--- src/rtl/if_id_skid.sv ---
// if_id_skid -- IF/ID pipeline register with a 2-entry skid buffer.
//
// Carries fetch results (pc, inst) from IF to ID. The main register
// drives the ID side. The skid register catches the one entry that IF
// can still push in the cycle ID stalls. in_ready comes straight from
// a flop, so ID back-pressure never forms a combinational path to IF.
// A synchronous flush discards everything held, plus any input offered
// in the same cycle. flush_cnt saturates and counts the entries lost
// this way.
//
// Handshake: a transfer happens on a rising clock edge where valid and
// ready are both 1 (in_valid/in_ready on the IF side, out_valid/out_ready
// on the ID side). A producer holding valid keeps its payload stable
// until the transfer. out_pc/out_inst never change while out_valid=1 and
// out_ready=0.
//
// Ports:
//   clk        clock, rising edge
//   rst        asynchronous active-low reset
//   flush      synchronous discard of held and incoming entries
//   in_valid   IF offers in_pc/in_inst
//   in_ready   stage can accept (registered)
//   in_pc      IF instruction address
//   in_inst    IF instruction
//   out_valid  ID-side entry valid
//   out_ready  ID accepts the entry
//   out_pc     ID instruction address (RESET_PC when empty)
//   out_inst   ID instruction (NOP_INST when empty)
//   flush_cnt  saturating count of valid entries discarded by flush
//   dbg_state  occupancy state: 0 EMPTY, 1 ONE, 2 TWO
module if_id_skid #(
  parameter int                 ADDR_W   = 32,
  parameter int                 INST_W   = 32,
  parameter logic [ADDR_W-1:0]  RESET_PC = '0,
  parameter logic [INST_W-1:0]  NOP_INST = '0,
  parameter int                 CNT_W    = 16
) (
  input  logic              clk,
  input  logic              rst,
  input  logic              flush,
  input  logic              in_valid,
  output logic              in_ready,
  input  logic [ADDR_W-1:0] in_pc,
  input  logic [INST_W-1:0] in_inst,
  output logic              out_valid,
  input  logic              out_ready,
  output logic [ADDR_W-1:0] out_pc,
  output logic [INST_W-1:0] out_inst,
  output logic [CNT_W-1:0]  flush_cnt,
  output logic [1:0]        dbg_state
);

  typedef enum logic [1:0] {
    EMPTY = 2'd0,
    ONE   = 2'd1,
    TWO   = 2'd2
  } state_t;

  state_t            state;
  logic [ADDR_W-1:0] skid_pc;
  logic [INST_W-1:0] skid_inst;

  logic main_v;
  logic skid_v;
  logic in_fire;
  logic out_fire;

  // Both valid bits are decoded from the state register. The illegal
  // combination (skid valid with main empty) has no encoding.
  assign main_v   = (state != EMPTY);
  assign skid_v   = (state == TWO);
  assign out_valid = main_v;
  assign dbg_state = state;

  assign in_fire  = in_valid & in_ready;
  assign out_fire = out_valid & out_ready;

  // Flush accounting. An entry that ID takes in the flush cycle counts
  // as delivered, not as flushed. The sum gets two extra bits so the
  // saturation compare cannot overflow, even for a narrow counter.
  logic [1:0]       flush_add;
  logic [CNT_W+1:0] cnt_sum;
  logic [CNT_W+1:0] cnt_max;
  logic [CNT_W-1:0] cnt_next;

  assign flush_add = {1'b0, main_v & ~out_fire} + {1'b0, skid_v};
  assign cnt_sum   = {2'b00, flush_cnt} + {{CNT_W{1'b0}}, flush_add};
  assign cnt_max   = {2'b00, {CNT_W{1'b1}}};
  assign cnt_next  = (cnt_sum > cnt_max) ? {CNT_W{1'b1}} : cnt_sum[CNT_W-1:0];

  always_ff @(posedge clk or negedge rst) begin
    if (!rst) begin
      state     <= EMPTY;
      in_ready  <= 1'b1;
      out_pc    <= RESET_PC;
      out_inst  <= NOP_INST;
      skid_pc   <= '0;
      skid_inst <= '0;
      flush_cnt <= '0;
    end else if (flush) begin
      // Flush wins over every handshake. Any input offered in this
      // cycle is dropped.
      state     <= EMPTY;
      in_ready  <= 1'b1;
      out_pc    <= RESET_PC;
      out_inst  <= NOP_INST;
      skid_pc   <= '0;
      skid_inst <= '0;
      flush_cnt <= cnt_next;
    end else begin
      case (state)
        EMPTY: begin
          if (in_fire) begin
            out_pc   <= in_pc;
            out_inst <= in_inst;
            state    <= ONE;
          end
        end
        ONE: begin
          if (in_fire && out_fire) begin
            // Full throughput: the new entry replaces the delivered one.
            out_pc   <= in_pc;
            out_inst <= in_inst;
          end else if (in_fire) begin
            // ID stalled. Park the new entry in the skid register and
            // stop accepting from the next cycle on.
            skid_pc   <= in_pc;
            skid_inst <= in_inst;
            state     <= TWO;
            in_ready  <= 1'b0;
          end else if (out_fire) begin
            out_pc   <= RESET_PC;
            out_inst <= NOP_INST;
            state    <= EMPTY;
          end
        end
        TWO: begin
          // in_ready is 0 here, so only the ID side can make progress.
          if (out_fire) begin
            out_pc   <= skid_pc;
            out_inst <= skid_inst;
            state    <= ONE;
            in_ready <= 1'b1;
          end
        end
        default: begin
          state    <= EMPTY;
          in_ready <= 1'b1;
          out_pc   <= RESET_PC;
          out_inst <= NOP_INST;
        end
      endcase
    end
  end

endmodule

--- config.mk ---
export PLATFORM = sky130hd
export DESIGN_NAME = if_id_skid
export DESIGN_NICKNAME = d
export VERILOG_FILES = /design/src/rtl/if_id_skid.sv
export SDC_FILE = /design/constraint.sdc
export NUM_CORES = 1
export LEC_CHECK = 0
export BUFFER_PORTS_ARGS = -buffer_cell sky130_fd_sc_hd__buf_2
export CAP_MARGIN = 20
export CORE_ASPECT_RATIO = 2
export CORE_UTILIZATION = 58
export DETAILED_ROUTE_END_ITERATION = 7
export PLACE_DENSITY_LB_ADDON = 0.08
export SETUP_SLACK_MARGIN = 0.15
export SYNTH_ARGS = -nofsm -noshare
export SYNTH_HDL_FRONTEND = slang
export SYNTH_SLANG_ARGS = --single-unit
--- constraint.sdc ---
create_clock -name clk -period 3.7 [get_ports clk]
set_input_delay 0 -clock clk [delete_from_list [all_inputs] [get_ports clk]]
set_output_delay 0 -clock clk [all_outputs]
set_load 0.005 [all_outputs]
==> impl_metrics.py <==
metrics = {
    "global_route": {
        "globalRoute.totalOverflow": 0,
        "grt_pass1_vias": 5768,
        "pin_count_of_the_biggest_net_entering_global_routing": 74,
        "initial_antenna_violation_count": 0,
        "grt_pass1_wl_mm": 28.2,
        "groute.usage.overall_pct": 31.5,
    },
    "worst_setup_path": {
        "worstSetupEndpointType": "register",
        "timing.critical_path.from": "dbg_state[1]",
        "startpoint_type": "register",
        "critPathKind": "register to register",
        "crit_path_max_fanout": 13,
        "critical_path_required_ns": 3.97,
        "crit-reg2reg-launch": "dbg_state[1]",
        "cp.arrival_ns": 3.15,
    },
    "clock_network": {
        "worst_skew_pair.late_latency_ns": 0.42,
        "cts_root_buf": "sky130_fd_sc_hd__clkbuf_16",
        "clock_tree.buffer_depth": 2,
        "cts_tree": "built",
        "cts-buffers-inserted": 17,
        "cts_sinks": 147,
        "clkTransAtPathRegs_ns": 0.06,
        "post_cts_resized": 0,
        "number_of_h_tree_branching_levels": 4,
    },
    "placed_design": {
        "globalplace.congestion": 0.777,
        "port_buffers": 152,
        "dpl_worst_slack_ns": 0.837,
        "hpwl_after_dpl_mm": 9.90,
        "dpl_cell_area_mm2": 0.00714,
    },
    "synthesis": {
        "synth_sequential_area_ratio_pct": 57.4,
        "synthesis.area_mm2": 0.00641,
        "netlist.top_cell.by_area": "sky130_fd_sc_hd__dfrtp_1",
        "instance_count_of_the_mapped_netlist": 607,
        "synth_cell_type_count": 41,
        "synth_warnings": 0,
        "postSynthNetCount": 678,
        "postSynth.asyncResetShare_pct": 100,
        "post_synth_main_area_contributors": "sky130_fd_sc_hd__dfrtp_1 57%, sky130_fd_sc_hd__o2bb2ai_1 8.7%, sky130_fd_sc_hd__nand2_1 8.6%",
        "synth_top_area_share_pct": 57.0,
        "synth_enable_flop_cells": 0,
        "number_of_synthesized_register_bits": 147,
        "ys.flop_type": "sky130_fd_sc_hd__dfrtp_1",
        "mean_instance_size_in_the_synthesized_netlist_um2": 10.6,
    },
    "die": {
        "ports_placed_on_the_boundary": 153,
        "die_area_mm2": 0.0115,
        "num_rows": 54,
        "die_height_um": 151,
        "fp.coreArea_mm2": 0.0108,
        "start_util_pct": 59.3,
        "die_x_um": 76.3,
    },
    "timing": {
        "shortest_period_the_worst_path_allows_ns": 2.88,
        "hold_viol_final": 0,
        "worst-slew-pin-transition_ns": 0.874,
        "timing.final.setup_violations": 0,
        "final_critical_path_setup_slack_ns": 0.815,
        "period_share_pct": 78.0,
        "worst_slew_margin_rel_pct": 41.5,
        "maxSlewViolCount": 0,
        "unrepaired_setup_endpoints_after_global_routing": "false",
        "worst_hold_slack_ns": 0.0149,
        "setup-tns-final_ns": 0,
        "final.setup_skew_ns": 0.00620,
        "max_clock_freq_mhz": 347,
    },
    "routing": {
        "viasPerCell": 5.91,
        "wire_per_inst_um": 18.2,
        "drt-initial-drc-count": 440,
        "route.detailed.drc": 0,
        "ant_nets": 0,
        "totalWireLength_mm": 17.3,
        "routed-via-count": 5629,
        "detailedRoute.firstPassIterationCount": 5,
    },
    "worst_hold_path": {
        "hp-start": "flush",
        "hp-class": "input port to register",
    },
    "job": {
        "cap_violations": 0,
    },
    "final_layout": {
        "design_area_mm2": 0.00842,
        "layout.core_utilization_pct": 77.9,
        "final.fill_count": 751,
        "n_antenna_cell": 0,
        "drive_above_1_share_pct": 25.1,
        "finish.net_count": 872,
        "syn2layout_area_growth_pct": 31.5,
        "multi_input_area_mm2": 0.00243,
        "register_area_mm2": 0.00368,
    },
    "status": {
        "outcome": "completed",
    },
    "power": {
        "p_leak_uw": 0.00406,
        "power_density_normalized_to_cell_area_mw_per_mm2": 484,
        "ir_drop_v": 0.000450,
    },
}
==> layout make-up <==
cell class,instances,area share [%]
clock buffer,23,5.91
clock inverter,8,1.19
multi-input combinational,406,28.8
sequential,147,43.7
tap,140,2.08
timing repair buffer,229,18.3
==> Yosys cell counts (all sizes together), types with 2 or more instances <==
| cell | count |
|---|---|
| a21oi | 72 |
| a22oi | 64 |
| and3 | 4 |
| and4 | 2 |
| buf | 35 |
| clkbuf | 19 |
| dfrtp | 146 |
| mux2 | 2 |
| mux2i | 2 |
| nand2 | 147 |
| nand2b | 2 |
| nand3 | 8 |
| nand4 | 6 |
| nor2 | 3 |
| nor2b | 3 |
| o21ai | 4 |
| o2bb2ai | 64 |
| xnor2 | 2 |
| xor2 | 7 |
==> placed cells by master (no fill, tap or decap), drive strengths merged, types with 2 or more instances in the layout <==
master,synthesis,routed
a21oi,72,72
a22oi,64,64
and3,4,4
and4,2,2
buf,35,163
bufinv,0,2
clkbuf,19,23
clkinv,0,5
dfrtp,146,146
dlygate4sd3,0,66
mux2,2,2
mux2i,2,2
nand2,147,147
nand2b,2,2
nand3,8,8
nand4,6,6
nor2,3,3
nor2b,3,3
o21ai,4,4
o2bb2ai,64,64
xnor2,2,2
xor2,7,7
==> stage by stage <==
| step | std cells | power (uW) |
|---|---|---|
| 3_5_place_dp | 855 | 2310 |
| 3_3_place_gp | 855 | 2300 |
| 6_report | 953 | 4080 |
| 5_1_grt | 953 | 4230 |
| 4_1_cts | 952 | 4100 |
| 2_1_floorplan | 607 | 2070 |
==> routing by layer <==
layer | global-route usage [%] | wire length (um) | share of wire (%)
met2 | 54.3 | 9050 | 52
met5 | 0 | 0 | 0
met1 | 37.6 | 6840 | 40
met4 | 15.6 | 549 | 3.2
met3 | 5.88 | 859 | 5.0
==> state kept, by name, summed over array words and instances, names as in the netlist <==
register / count
out_inst: 32
skid_inst: 32
dbg_state: 2
in_ready: 1
flush_cnt: 16
out_pc: 32
skid_pc: 32
==> logic make-up (layout without fill, tap and decap cells) <==
family | count (synthesis) | after routing | synth area share (%)
AO/OA/AOI/OAI | 208 | 208 | 23.0
AND/OR/NAND/NOR | 183 | 183 | 12.2
flip-flops | 147 | 147 | 57.4
buffers and inverters | 54 | 260 | 4.98
XOR/XNOR | 9 | 9 | 1.23
multiplexers | 4 | 4 | 0.664
adder cells (fa/ha/maj) | 2 | 2 | 0.508
==> report_power, final <==
group          internal [uW]  switching [uW]
combinational            246             309
sequential              1720            83.4
clock                   1080             646
total                   3040            1040
==> worst paths after layout <==
path / end / slack, ns / cells after the start
worst min-delay path: skid_pc[29] / 0.01 / 2
worst min register to register: out_inst[23] / 0.48 / 1
worst max register to register: flush_cnt[2] / 0.82 / 8
max in group asynchronous: out_pc[3] / 2.52 / 3
worst max-delay path: flush_cnt[2] / 0.82 / 8
min in group asynchronous: out_inst[6] / 0.17 / 2
==> critical path, cell delays in order (launching register included) <==
cell and delay (ns):
sky130_fd_sc_hd__dfrtp_1 0.52, sky130_fd_sc_hd__or2_2 0.40, sky130_fd_sc_hd__nor2b_1 0.16, sky130_fd_sc_hd__fa_1 0.39, sky130_fd_sc_hd__ha_1 0.21, sky130_fd_sc_hd__and3_1 0.25
sky130_fd_sc_hd__and3_1 0.23, sky130_fd_sc_hd__nand4_1 0.40, sky130_fd_sc_hd__o21ai_0 0.17
==> what timing repair did <==
item	4_1_cts	5_1_grt
setup buffers	0	0
endpoints found under the hold margin	200	0
hold buffers	66	0
No activity file was read; power rests on OpenSTA's default activity.
